`config.mk`:
```
export PLATFORM = sky130hd
export DESIGN_NAME = mem_arbiter
export DESIGN_NICKNAME = d
export VERILOG_FILES = /design/src/rtl/mem_arbiter.sv
export SDC_FILE = /design/constraint.sdc
export NUM_CORES = 1
export LEC_CHECK = 0
export ABC_AREA = 1
export ABC_CLOCK_PERIOD_IN_PS = 2950
export CAP_MARGIN = 5
export CELL_PAD_IN_SITES_DETAIL_PLACEMENT = 1
export CELL_PAD_IN_SITES_GLOBAL_PLACEMENT = 2
export CORE_MARGIN = 3
export CORE_UTILIZATION = 22
export CTS_CLUSTER_DIAMETER = 200
export CTS_CLUSTER_SIZE = 10
export DETAILED_ROUTE_END_ITERATION = 16
export GPL_TIMING_DRIVEN = 0
export PLACE_DENSITY_LB_ADDON = 0.1
export SLEW_MARGIN = 20
export SYNTH_ARGS = -nofsm -noshare
export SYNTH_HDL_FRONTEND = slang
export SYNTH_SLANG_ARGS = --single-unit
export TNS_END_PERCENT = 5
```
`constraint.sdc`:
```
create_clock -name clk -period 2.95 [get_ports clk]
set_input_delay 0.59 -clock clk [delete_from_list [all_inputs] [get_ports clk]]
set_output_delay 0.59 -clock clk [all_outputs]
set_load 0.01 [all_outputs]
```
`src/rtl/mem_arbiter.sv`:
```
`default_nettype none
// +--------------------------------------------------------------------------+
// | mem_arbiter: shares one word memory between fetch and load/store ports,  |
// | with WAIT_CYCLES wait states. Define MEM_ARB_RR_EN for round-robin ties. |
// | Rev 1.0                                                                  |
// +--------------------------------------------------------------------------+
module mem_arbiter #(
  parameter int unsigned WAIT_CYCLES = 0,
  parameter logic [31:0] INST_BASE   = 32'h3000,
  parameter logic [31:0] MEM_SIZE    = 32'h4000
) (
  input  logic        clk,
  input  logic        reset,
  input  logic        if_req,
  input  logic [31:0] if_addr,
  output logic [31:0] if_rdata,
  output logic        if_done,
  input  logic        d_req,
  input  logic        d_we,
  input  logic [31:0] d_addr,
  input  logic [31:0] d_wdata,
  output logic [31:0] d_rdata,
  output logic        d_done,
  output logic        err,
  output logic        busy,
  output logic [31:0] mem_addr,
  output logic [31:0] mem_wdata,
  output logic        mem_read,
  output logic        mem_write,
  input  logic [31:0] mem_rdata
);

  typedef enum logic [1:0] {
    S_IDLE   = 2'd0,
    S_ACCESS = 2'd1,
    S_DONE   = 2'd2
  } state_e;

  localparam logic [3:0]  c_WAIT      = 4'(WAIT_CYCLES);
  localparam logic [31:0] c_DATA_LAST = INST_BASE - 32'd4;
  localparam logic [31:0] c_INST_LAST = MEM_SIZE - 32'd4;
  localparam logic        c_OWN_IF    = 1'b0;
  localparam logic        c_OWN_D     = 1'b1;

  state_e      state_q;
  logic        owner_q;
  logic        we_q;
  logic        last_owner_q;
  logic [3:0]  cnt_q;
  logic        err_q;
  logic        if_done_q;
  logic        d_done_q;
  logic        mem_read_q;
  logic        mem_write_q;
  logic [31:0] mem_addr_q;
  logic [31:0] mem_wdata_q;
  logic [31:0] if_rdata_q;
  logic [31:0] d_rdata_q;

  logic        gnt_if_d;
  logic        gnt_we_d;
  logic        gnt_valid_d;
  logic [31:0] gnt_addr_d;

  always_comb begin
    gnt_if_d = if_req;
    if (if_req && d_req) begin
`ifdef MEM_ARB_RR_EN
      gnt_if_d = (last_owner_q == c_OWN_D);
`else
      gnt_if_d = 1'b0;
`endif
    end
    gnt_addr_d = gnt_if_d ? if_addr : d_addr;
    gnt_we_d   = !gnt_if_d && d_we;
    if (gnt_if_d) begin
      gnt_valid_d = (gnt_addr_d[1:0] == 2'b00) && (gnt_addr_d >= INST_BASE) &&
                    (gnt_addr_d <= c_INST_LAST);
    end else begin
      gnt_valid_d = (gnt_addr_d[1:0] == 2'b00) && (gnt_addr_d <= c_DATA_LAST);
    end
  end

`ifndef MEM_ARB_RR_EN
  // last_owner is still tracked in fixed-priority builds but never consulted.
  logic unused_last_owner;
  assign unused_last_owner = last_owner_q;
`endif

  always_ff @(posedge clk) begin
    if (reset) begin
      state_q      <= S_IDLE;
      owner_q      <= c_OWN_D;
      we_q         <= 1'b0;
      last_owner_q <= c_OWN_D;
      cnt_q        <= 4'd0;
      err_q        <= 1'b0;
      if_done_q    <= 1'b0;
      d_done_q     <= 1'b0;
      mem_read_q   <= 1'b0;
      mem_write_q  <= 1'b0;
      mem_addr_q   <= 32'd0;
      mem_wdata_q  <= 32'd0;
      if_rdata_q   <= 32'd0;
      d_rdata_q    <= 32'd0;
    end else begin
      err_q     <= 1'b0;
      if_done_q <= 1'b0;
      d_done_q  <= 1'b0;
      case (state_q)
        S_IDLE: begin
          if (if_req || d_req) begin
            owner_q      <= gnt_if_d ? c_OWN_IF : c_OWN_D;
            last_owner_q <= gnt_if_d ? c_OWN_IF : c_OWN_D;
            we_q         <= gnt_we_d;
            cnt_q        <= c_WAIT;
            if (gnt_valid_d) begin
              mem_addr_q  <= gnt_addr_d;
              mem_read_q  <= !gnt_we_d;
              mem_write_q <= gnt_we_d;
              if (gnt_we_d) begin
                mem_wdata_q <= d_wdata;
              end
              state_q <= S_ACCESS;
            end else begin
              // Rejected: report immediately, memory strobes stay low.
              err_q     <= 1'b1;
              if_done_q <= gnt_if_d;
              d_done_q  <= !gnt_if_d;
              state_q   <= S_DONE;
            end
          end
        end
        S_ACCESS: begin
          if (cnt_q == 4'd0) begin
            mem_read_q  <= 1'b0;
            mem_write_q <= 1'b0;
            if (!we_q) begin
              if (owner_q == c_OWN_IF) begin
                if_rdata_q <= mem_rdata;
              end else begin
                d_rdata_q <= mem_rdata;
              end
            end
            if_done_q <= (owner_q == c_OWN_IF);
            d_done_q  <= (owner_q == c_OWN_D);
            state_q   <= S_DONE;
          end else begin
            cnt_q <= cnt_q - 4'd1;
          end
        end
        S_DONE: begin
          state_q <= S_IDLE;
        end
        default: begin
          state_q <= S_IDLE;
        end
      endcase
    end
  end

  assign if_rdata  = (err_q && if_done_q) ? 32'd0 : if_rdata_q;
  assign d_rdata   = (err_q && d_done_q) ? 32'd0 : d_rdata_q;
  assign if_done   = if_done_q;
  assign d_done    = d_done_q;
  assign err       = err_q;
  assign busy      = (state_q != S_IDLE);
  assign mem_addr  = mem_addr_q;
  assign mem_wdata = mem_wdata_q;
  assign mem_read  = mem_read_q;
  assign mem_write = mem_write_q;

endmodule
`default_nettype wire

```
==> run_results.csv <==
group,metric,value,unit
routing,final_antenna_net_count,0,
logic_synthesis,synth_edf_count,0,
routing,drt-total-wl,23.58,mm
logic_synthesis,yosysTopAreaCell,"dfxtp_1",
global_route,grt.overflow.total,0,
clock_network,cts_root_buffer,"clkbuf_16",
worst_setup_path,end_kind,"output port",
die,rows,61,
routing,drc,0,
worst_setup_path,path_max_fanout,10,
sta,max_freq,373.2,MHz
logic_synthesis,ys_ff_latch,141,
clock_network,hold_buffers,0,
logic_synthesis,synth_commonest_cells,"208 x inv_1, 153 x nand2_1, 141 x dfxtp_1, 109 x nor2_1, 107 x a21oi_1",
worst_hold_path,hold_path_end,"mem_wdata[30]",
worst_setup_path,reg2reg_depth,9,
global_route,grt.total_usage,15.13,%
logic_synthesis,ys_seq_area_share,44.62,%
logic_synthesis,syn_area,6326,sq um
global_route,grt_max_degree,17,
routing,first_iter_violations,212,
run_status,status,"complete, no violations",
global_route,grt_pass1_wl,36.95,mm
clock_network,cts_resized,0,
worst_setup_path,cp.required,2.36,ns
cells_and_area,n_fill_cell,3544,
worst_setup_path,regToRegSetupSlack,0.62,ns
worst_hold_path,holdPathStages,2,
sta,period_needed,2.679,ns
worst_setup_path,r2r_start,"state_q[1]",
logic_synthesis,netlist.area_leader.share,44.62,%
worst_setup_path,rr_endpoint,"mem_wdata[14]",
place,dp_slack,-0.4000,ns
pwr,p_per_area,475.6,nW/um^2
sta,finalWorstSetupSlack,0.2705,ns
logic_synthesis,synth.distinct_cells,25,
cells_and_area,diodes,0,
routing,via_count,6628,
routing,vias_per_cell,4.084,
worst_setup_path,arrival,2.09,ns
place,io_buffers,264,
clock_network,clkTransAtPathRegs,0.06,ns
worst_hold_path,hold_path_class,"reg2reg",
die,core_region_area,28090,sq um
global_route,grt_pass1_vias,6755,
die,io_pins,267,
cells_and_area,drive_gt1_share,4.819,%
clock_network,post_cts_buffers,0,
place,place_congestion,0.7508,
cells_and_area,syn2layout_area_growth,58.50,%
routing,wire_per_inst,14.53,um
place,placed_area,9442,sq um
cells_and_area,stdcell_area,10030,sq um
sta,finalMaxSlewViolations,0,
logic_synthesis,async_reset_ff_share,0,%
die,chipHeight,175.6,um
sta,slew-limit-headroom,63.35,%
flow_run,drv_cap,0,
pwr,ir_worst_vdd,0.2647,mV
clock_network,cts_buffer_depth,2,
logic_synthesis,synth_top_cells_by_area,"dfxtp_1 45%, inv_1 12%, nand2_1 9.1%, a21oi_1 8.5%, o21ai_0 7.9%",
logic_synthesis,synthCells,949,
sta,setup-violations-final,0,
worst_hold_path,holdCritStartpoint,"mem_wdata[30]",
worst_setup_path,critPathKind,"reg2out",
clock_network,clock_latency,0.42,ns
die,die_w,175.6,um
logic_synthesis,synth_flop_cell,"dfxtp_1",
clock_network,ctsHtreeMaxLevel,4,
worst_setup_path,critPathLaunchType,"flop",
die,dieArea,30820,sq um
routing,first_pass_iters,4,
die,start_util,22.52,%
clock_network,cts_tree,"yes",
sta,hold_viol,0,
cells_and_area,nNetsFinal,1367,
sta,tightest_slew,0.5498,ns
clock_network,cts_buffers,17,
pwr,leakagePower,4.225,nW
place,hpwl,18.60,mm
global_route,antenna_found_initial,0,
clock_network,clock-sinks,141,
sta,clock_skew,0.01300,ns
sta,post-route-period-util,90.83,%
pwr,finalPower,4.769,mW
logic_synthesis,yosysMostFrequentCell,"inv_1",
sta,rsz0062_at_grt,"no",
logic_synthesis,avgSynthCellArea,6.666,sq um
logic_synthesis,ys.warnings.count,0,
logic_synthesis,syn_nets,1084,
==> logic make-up (layout without fill, tap and decap cells) <==
family	count (synthesis)	after routing	share of synthesized area, %
buffers and inverters	264	560	16.53
flip-flops	141	141	44.62
AO/OA/AOI/OAI	222	222	17.64
AND/OR/NAND/NOR	319	319	20.67
adder cells (fa/ha/maj)	2	2	0.3955
XOR/XNOR	1	1	0.1385
==> metrics by stage <==
step | cells | hold WS [ns] | setup TNS [ns] | utilization, %
6_report | 1623 | 0.4449 | 0 | 35.70
5_1_grt | 1623 | 0.4619 | 0 | 35.70
4_1_cts | 1623 | 0.4466 | 0 | 35.62
3_5_place_dp | 1591 | 0.4381 | -23.17 | 33.62
3_3_place_gp | 1591 | 0.4322 | -26.41 | 33.62
2_1_floorplan | 949 | 0.4300 | 0 | -
==> where the power goes <==
group	switching, mW	internal, mW	total, mW
clock network	0.955	1.13	2.09
registers	0.0239	1.96	1.98
logic	0.352	0.346	0.698
==> layer usage <==
metal / vias to the layer above / part of all wire [%] / GRT usage (%) / wire length (um)
li1: 3455 / - / - / -
met2: 157 / 48 / 26.20 / 11270
met1: 3006 / 46 / 18.87 / 10780
met5: - / 0 / 0 / 0
met4: 0 / 0.64 / 2.672 / 152
met3: 10 / 5.8 / 4.410 / 1374
==> cell usage in the layout (no fill, tap or decap), types with 2 or more instances in the layout <==
master           count
inv_6                5
buf_1                2
buf_2                3
nand2_2              2
clkbuf_16           17
o21ai_0            100
clkbuf_2             2
a21oi_1            107
nand2_1            153
buf_6                5
clkinv_2             2
clkdlybuf4s50_1    263
nor3_1               2
inv_2                2
nand3_1             40
nor2_1             108
clkbuf_1            35
nor2_2               5
clkinvlp_4           2
nand3b_1             5
inv_1              208
inv_8                4
o21ai_1             14
dfxtp_1            141
ha_1                 2
buf_4                3
clkbuf_4             2
==> state kept, by name (all words and copies together), names as in the netlist <==
| register | cells |
|---|---|
| mem_write | 1 |
| d_rdata_q | 32 |
| mem_wdata | 32 |
| owner_q | 1 |
| d_done | 1 |
| state_q | 2 |
| mem_addr | 32 |
| we_q | 1 |
| cnt_q | 4 |
| err | 1 |
| mem_read | 1 |
| if_done | 1 |
| if_rdata_q | 32 |
==> how the worst max path moves through the flow <==
stage	startpoint	end	slack, ns	cells past startpoint
after global placement	d_req	mem_wdata[4]	-0.45	15
after detailed placement	d_req	mem_addr[4]	-0.40	19
after global routing	err	d_rdata[26]	0.04	5
after floorplan	if_req	mem_addr[5]	0.63	20
after CTS	d_req	mem_addr[4]	0.04	19
final	err	if_rdata[30]	0.27	5
==> layout make-up <==
type | count | area, sq um | area share (%)
multi-input combinational | 544 | 2469 | 24.62
sequential | 141 | 2823 | 28.15
clock buffer | 18 | 439.2 | 4.380
tap | 378 | 473.0 | 4.717
buffer | 52 | 257.7 | 2.571
inverter | 212 | 798.3 | 7.961
timing repair buffer | 264 | 2645 | 26.38
clock inverter | 14 | 122.6 | 1.223
==> critical path, cell delays in order, from the launching register on <==
cell	delay, ns
dfxtp_1	0.36
nand2_1	0.06
inv_1	0.15
clkbuf_1	0.46
nor2_1	0.08
clkdlybuf4s50_1	0.56
(Power assumes the default switching activity.)
